### src/rtl/melody_recorder.sv
// Records held piano keys as {note, octave, duration} segments and plays them back in order.
// Define MELODY_LOOP_EN to make playback wrap to entry 0 until stopped; without it playback ends after the last entry.
module melody_recorder #(
    parameter int DEPTH    = 16,
    parameter int TICK_DIV = 3_125_000,
    parameter int DUR_W    = 8
) (
    input  logic                   clk,
    input  logic                   rst,
    input  logic                   key_ready,
    input  logic [3:0]             key_note,
    input  logic [3:0]             key_octave,
    input  logic                   rec_start,
    input  logic                   play_start,
    input  logic                   stop,
    output logic [3:0]             note,
    output logic [3:0]             octave,
    output logic                   recording,
    output logic                   playing,
    output logic                   full,
    output logic [$clog2(DEPTH):0] count
);
    localparam int AW = $clog2(DEPTH);
    localparam int CW = AW + 1;
    localparam int TW = $clog2(TICK_DIV);
    localparam logic [DUR_W-1:0] DUR_MAX = '1;
`ifdef MELODY_LOOP_EN
    localparam bit LOOP = 1'b1;
`else
    localparam bit LOOP = 1'b0;
`endif

    typedef enum logic [1:0] {IDLE, RECORD, PLAY} state_t;
    state_t state, state_next;

    logic [3:0]       mem_note [DEPTH];
    logic [3:0]       mem_oct  [DEPTH];
    logic [DUR_W-1:0] mem_dur  [DEPTH];

    logic [TW-1:0]    tick_cnt;
    logic [3:0]       seg_note, seg_oct;
    logic [DUR_W-1:0] seg_dur, dur_eff, play_ticks;
    logic [AW-1:0]    idx, idx_next;
    logic [7:0]       key_val;
    logic             tick, key_changed, last_entry;
    logic             wr_en, restart, play_adv, rec_go;

    assign key_val     = key_ready ? {key_note, key_octave} : 8'h00;
    assign tick        = (state != IDLE) && (tick_cnt == TW'(TICK_DIV - 1));
    // A tick landing on the closing edge still belongs to the segment being closed.
    assign dur_eff     = seg_dur + DUR_W'(tick);
    assign key_changed = key_val != {seg_note, seg_oct};
    assign last_entry  = (CW'(idx) + CW'(1)) == count;
    assign rec_go      = restart && (state_next == RECORD);

    always_ff @(posedge clk) begin
        if (rst) state <= IDLE;
        else     state <= state_next;
    end

    always_comb begin
        state_next = state;
        wr_en      = 1'b0;
        restart    = 1'b0;
        play_adv   = 1'b0;
        if (stop) begin
            state_next = IDLE;
            wr_en      = (state == RECORD) && (dur_eff != '0) && !full;
        end else if (play_start) begin
            restart    = 1'b1;
            state_next = (count != '0) ? PLAY : IDLE;
        end else if (rec_start) begin
            restart    = 1'b1;
            state_next = RECORD;
        end else if (state == RECORD) begin
            // Zero-length segments from key glitches are dropped; saturated ones are split.
            wr_en = key_changed ? (dur_eff != '0) : (dur_eff == DUR_MAX);
            if (wr_en && count == CW'(DEPTH - 1)) state_next = IDLE;
        end else if (state == PLAY) begin
            play_adv = tick && ((play_ticks + DUR_W'(1)) == mem_dur[idx]);
            if (play_adv && last_entry && !LOOP) state_next = IDLE;
        end
    end

    always_comb begin
        recording = (state == RECORD);
        playing   = (state == PLAY);
    end

    always_comb begin
        idx_next = idx;
        if (restart)       idx_next = '0;
        else if (play_adv) idx_next = last_entry ? '0 : idx + AW'(1);
    end

    always_ff @(posedge clk) begin
        if (rst || restart || state_next != state || state == IDLE || tick) tick_cnt <= '0;
        else                                                                tick_cnt <= tick_cnt + TW'(1);
    end

    always_ff @(posedge clk) begin
        if (rst) begin
            count    <= '0;
            full     <= 1'b0;
            seg_note <= '0;
            seg_oct  <= '0;
            seg_dur  <= '0;
        end else if (rec_go) begin
            count               <= '0;
            full                <= 1'b0;
            {seg_note, seg_oct} <= key_val;
            seg_dur             <= '0;
        end else begin
            if (wr_en) begin
                count <= count + CW'(1);
                if (count == CW'(DEPTH - 1)) full <= 1'b1;
            end
            if (state == RECORD) begin
                if (key_changed) begin
                    {seg_note, seg_oct} <= key_val;
                    seg_dur             <= '0;
                end else if (dur_eff == DUR_MAX) begin
                    seg_dur <= '0;
                end else begin
                    seg_dur <= dur_eff;
                end
            end
        end
    end

    always_ff @(posedge clk) begin
        if (wr_en && !rst) begin
            mem_note[count[AW-1:0]] <= seg_note;
            mem_oct[count[AW-1:0]]  <= seg_oct;
            mem_dur[count[AW-1:0]]  <= dur_eff;
        end
    end

    // Output register follows the state being entered: stored entry in PLAY, silence when leaving PLAY, live key otherwise.
    always_ff @(posedge clk) begin
        if (rst) begin
            idx        <= '0;
            play_ticks <= '0;
            note       <= '0;
            octave     <= '0;
        end else begin
            idx <= idx_next;
            if (restart || play_adv)       play_ticks <= '0;
            else if (state == PLAY && tick) play_ticks <= play_ticks + DUR_W'(1);
            if (state_next == PLAY) begin
                note   <= mem_note[idx_next];
                octave <= mem_oct[idx_next];
            end else if (state == PLAY) begin
                {note, octave} <= 8'h00;
            end else begin
                {note, octave} <= key_val;
            end
        end
    end
endmodule

### config.mk
export PLATFORM = sky130hd
export DESIGN_NAME = melody_recorder
export DESIGN_NICKNAME = d
export VERILOG_FILES = /design/src/rtl/melody_recorder.sv
export SDC_FILE = /design/constraint.sdc
export NUM_CORES = 1
export LEC_CHECK = 0
export CORE_ASPECT_RATIO = 1.4
export CORE_MARGIN = 4
export CORE_UTILIZATION = 62
export CTS_CLUSTER_DIAMETER = 150
export CTS_CLUSTER_SIZE = 28
export DETAILED_ROUTE_END_ITERATION = 16
export GPL_TIMING_DRIVEN = 1
export PLACE_DENSITY = 0.8
export SLEW_MARGIN = 40
export SYNTH_ARGS = -nofsm -noshare
export SYNTH_HDL_FRONTEND = slang
export SYNTH_SLANG_ARGS = --single-unit
### constraint.sdc
create_clock -name clk -period 6.9 [get_ports clk]
set_input_delay 1.035 -clock clk [delete_from_list [all_inputs] [get_ports clk]]
set_output_delay 1.035 -clock clk [all_outputs]
set_load 0.02 [all_outputs]
==> qor.csv <==
metric,value,unit
status,completed,
Worst Hold Depth,1,
Crit Path Category,reg -> reg,
top-count cell post-synth,edfxtp_1,
Root Driver,clkbuf_16,
Synth Cell Area,13800,µm²
total internal power,2.51,mW
final setup TNS,0,ns
pins over their slew limit,0,
post-CTS sizing,0,
"area leader, netlist",edfxtp_1,
vias per cell,6.39,
Finish-stage setup viols,0,
die height,184,µm
r2r endpoint,octave[1],
sw power,0.603,mW
# DRC,0,
DR iter-0 viols,800,
wire length per cell,23.7,µm
CP startpoint kind,flop,
post-DP HPWL,20.9,mm
clock share of power,31.5,%
top cell type's share of synthesized area,55.8,%
GP Congestion,0.920,
Slew HR,45.9,%
Power Total,3.11,mW
port buffer count,29,
Post-synth EDFFs,256,
initial antenna violation count,0,
Syn Nets,1011,
CTS H-tree depth,1,
Max Cap Viol,0,
Final ANT Viol Nets,0,
synth unique cells,74,
Avg Inst Size Synth,14.0,µm²
"Async S/R FF share, synth",0,%
Synth Warn #,0,
Seq pwr share,66.8,%
CTS buffer count,15,
pwr dens,208,nW/µm²
Worst Hold Launch,tick_cnt[0],
hold_buf cts,0,
Critical R2R Launch,idx[0],
ys flop type,edfxtp_1,
Sink Count,322,
die area,24700,µm²
flop-to-flop setup slack,1.73,ns
DR pass1 iterations,7,
Post-CTS Setup Inserts,0,
Worst Hold Class,reg -> reg,
Chip Width,134,µm
post-synthesis sequential area ratio,65.4,%
final net count,1049,
Worst Hold End,tick_cnt[0],
Worst EP arrival,5.57,ns
diodes inserted,0,
fmax,193,MHz
unrepaired setup endpoints after global routing,false,
CTS Buffer Depth,3,
Initial Utilization,63.0,%
top-level I/O count,30,
worst-path fanout max,19,
Max VDD drop,0.215,mV
largest cells by area after synthesis,"edfxtp_1 (56%), dfxtp_1 (9.6%), mux2i_1 (5.2%), mux4_1 (2.9%), nor2_1 (2.7%)",
pin count of the biggest net entering global routing,30,
Detailed Route WL,31.6,mm
leak pwr,5.10,nW
actual slew at the worst max-slew pin,0.788,ns
synthesis-stage register bit count,322,
switch share,19.3,%
Setup crit end kind,flop,
"CTS clk-pin slew, worst paths",0.10,ns
worst endpoint required time,7.30,ns
CTS tree,built,
routed vias,8498,
Area growth syn-to-layout,8.44,%
core footprint,21900,µm²
GRT Total Usage,25.7,%
reg2reg path depth,12,
Mapped Cells,987,
first-pass GRT wire length,48.3,mm
period utilization,75.0,%
clk_lat worst skew,0.50,ns
layout cells sized above 1,9.68,%
Final min period,5.17,ns
Fin Clk Skew,0.0236,ns
FP Rows,64,
synth cell count leaders,"edfxtp_1 (256), nor2_1 (100), mux2i_1 (72), nand2_1 (72), dfxtp_1 (66)",
vias in the first global route,8326,
GR Overflow Total,0,
endpoints failing hold,0,
Comb power frac,1.6,%
[cells in the final DEF (no fill, tap or decap), drive strengths merged, types with 13 or more instances in the layout]
cell             n
dfxtp           66
mux4            20
nand2           72
nor2           100
buf             29
mux2            29
nand3           36
xnor2           24
a22oi           22
o21ai           17
a21oi           28
xor2            33
o22ai           15
nor3            13
inv             19
clkbuf          24
clkdlybuf4s50   28
mux2i           72
edfxtp         256
[power by group through the flow]
stage / Combinational, mW / Clock, mW / Sequential (mW)
2_1_floorplan: 0.0240 / 0 / 2.12
3_3_place_gp: 0.0491 / 0 / 2.13
3_5_place_dp: 0.0503 / 0 / 2.13
4_1_cts: 0.0505 / 0.999 / 2.08
5_1_grt: 0.0549 / 1.08 / 2.08
6_report: 0.0510 / 0.982 / 2.08
[critical path, cell delays in order (launching register included)]
cell     delay (ns)
dfxtp_1        0.75
buf_4          0.42
mux4_1         0.60
a22oi_1        0.30
a21o_1         0.16
and4_1         0.29
nand4_4        0.20
or3_4          0.47
mux2i_1        0.65
mux2_2         0.42
o211a_1        0.20
a311o_1        0.31
a32o_1         0.27
[metal layers]
layer / routed length [µm] / GRT usage [%] / share of wire (%) / vias to the layer above
met3: 2170 / 3.11 / 6.9 / 90
met1: 11700 / 32.0 / 37 / 4199
met4: 1230 / 8.77 / 3.9 / 0
met2: 16500 / 46.7 / 52 / 399
met5: 0 / 0 / 0 / -
li1: - / - / - / 3810
[per-stage QoR]
stage,cell area (µm²),setup slack (ns),hold WS (ns),util [%],cells
final,14900,1.73,0.455,68.4,1330
after CTS,14900,1.77,0.458,68.3,1330
after floorplan,13800,1.98,0.418,-,987
after detailed placement,14500,1.81,0.437,66.4,1305
after global routing,14900,1.55,0.478,68.4,1330
after global placement,14500,1.94,0.431,66.3,1305
[area by class of cell]
| cell class | instances | area [µm²] |
|---|---|---|
| Inverter | 19 | 71.3 |
| Clock buffer | 24 | 409 |
| Timing Repair Buffer | 57 | 495 |
| Sequential cell | 322 | 9010 |
| Multi-Input combinational cell | 610 | 4570 |
| Clock inverter | 1 | 16.3 |
| Fill cell | 1500 | 6920 |
| Tap cell | 297 | 372 |
[worst max path at each step]
stage | from | endpoint | slack, ns | cells after the start
floorplan | tick_cnt[3] | mem_dur[2][0] | 1.98 | 15
global placement | idx[0] | octave[1] | 1.94 | 12
detailed placement | idx[0] | octave[1] | 1.81 | 12
CTS | idx[0] | octave[3] | 1.77 | 13
global route | idx[0] | octave[1] | 1.55 | 12
finish | idx[0] | octave[1] | 1.73 | 12
[registers in the layout, summed over array words and instances (netlist names)]
signal,flops
play_ticks,8
seg_note,4
tick_cnt,22
mem_dur,128
full,1
idx,4
mem_note,64
state,2
seg_oct,4
mem_oct,64
octave,4
count,5
seg_dur,8
note,4
[cell families after synthesis]
logic type | count (synthesis) | share of synthesized area (%)
xor gates and xnor gates | 57 | 3.68
buffers and inverters | 55 | 1.89
muxes | 121 | 11.3
DFF | 322 | 65.4
and+or+nand+nor | 290 | 10.1
AOI/OAI and AO/OA | 132 | 6.83
adders and majority gates | 10 | 0.908
Power figures use the tool's default switching activity.
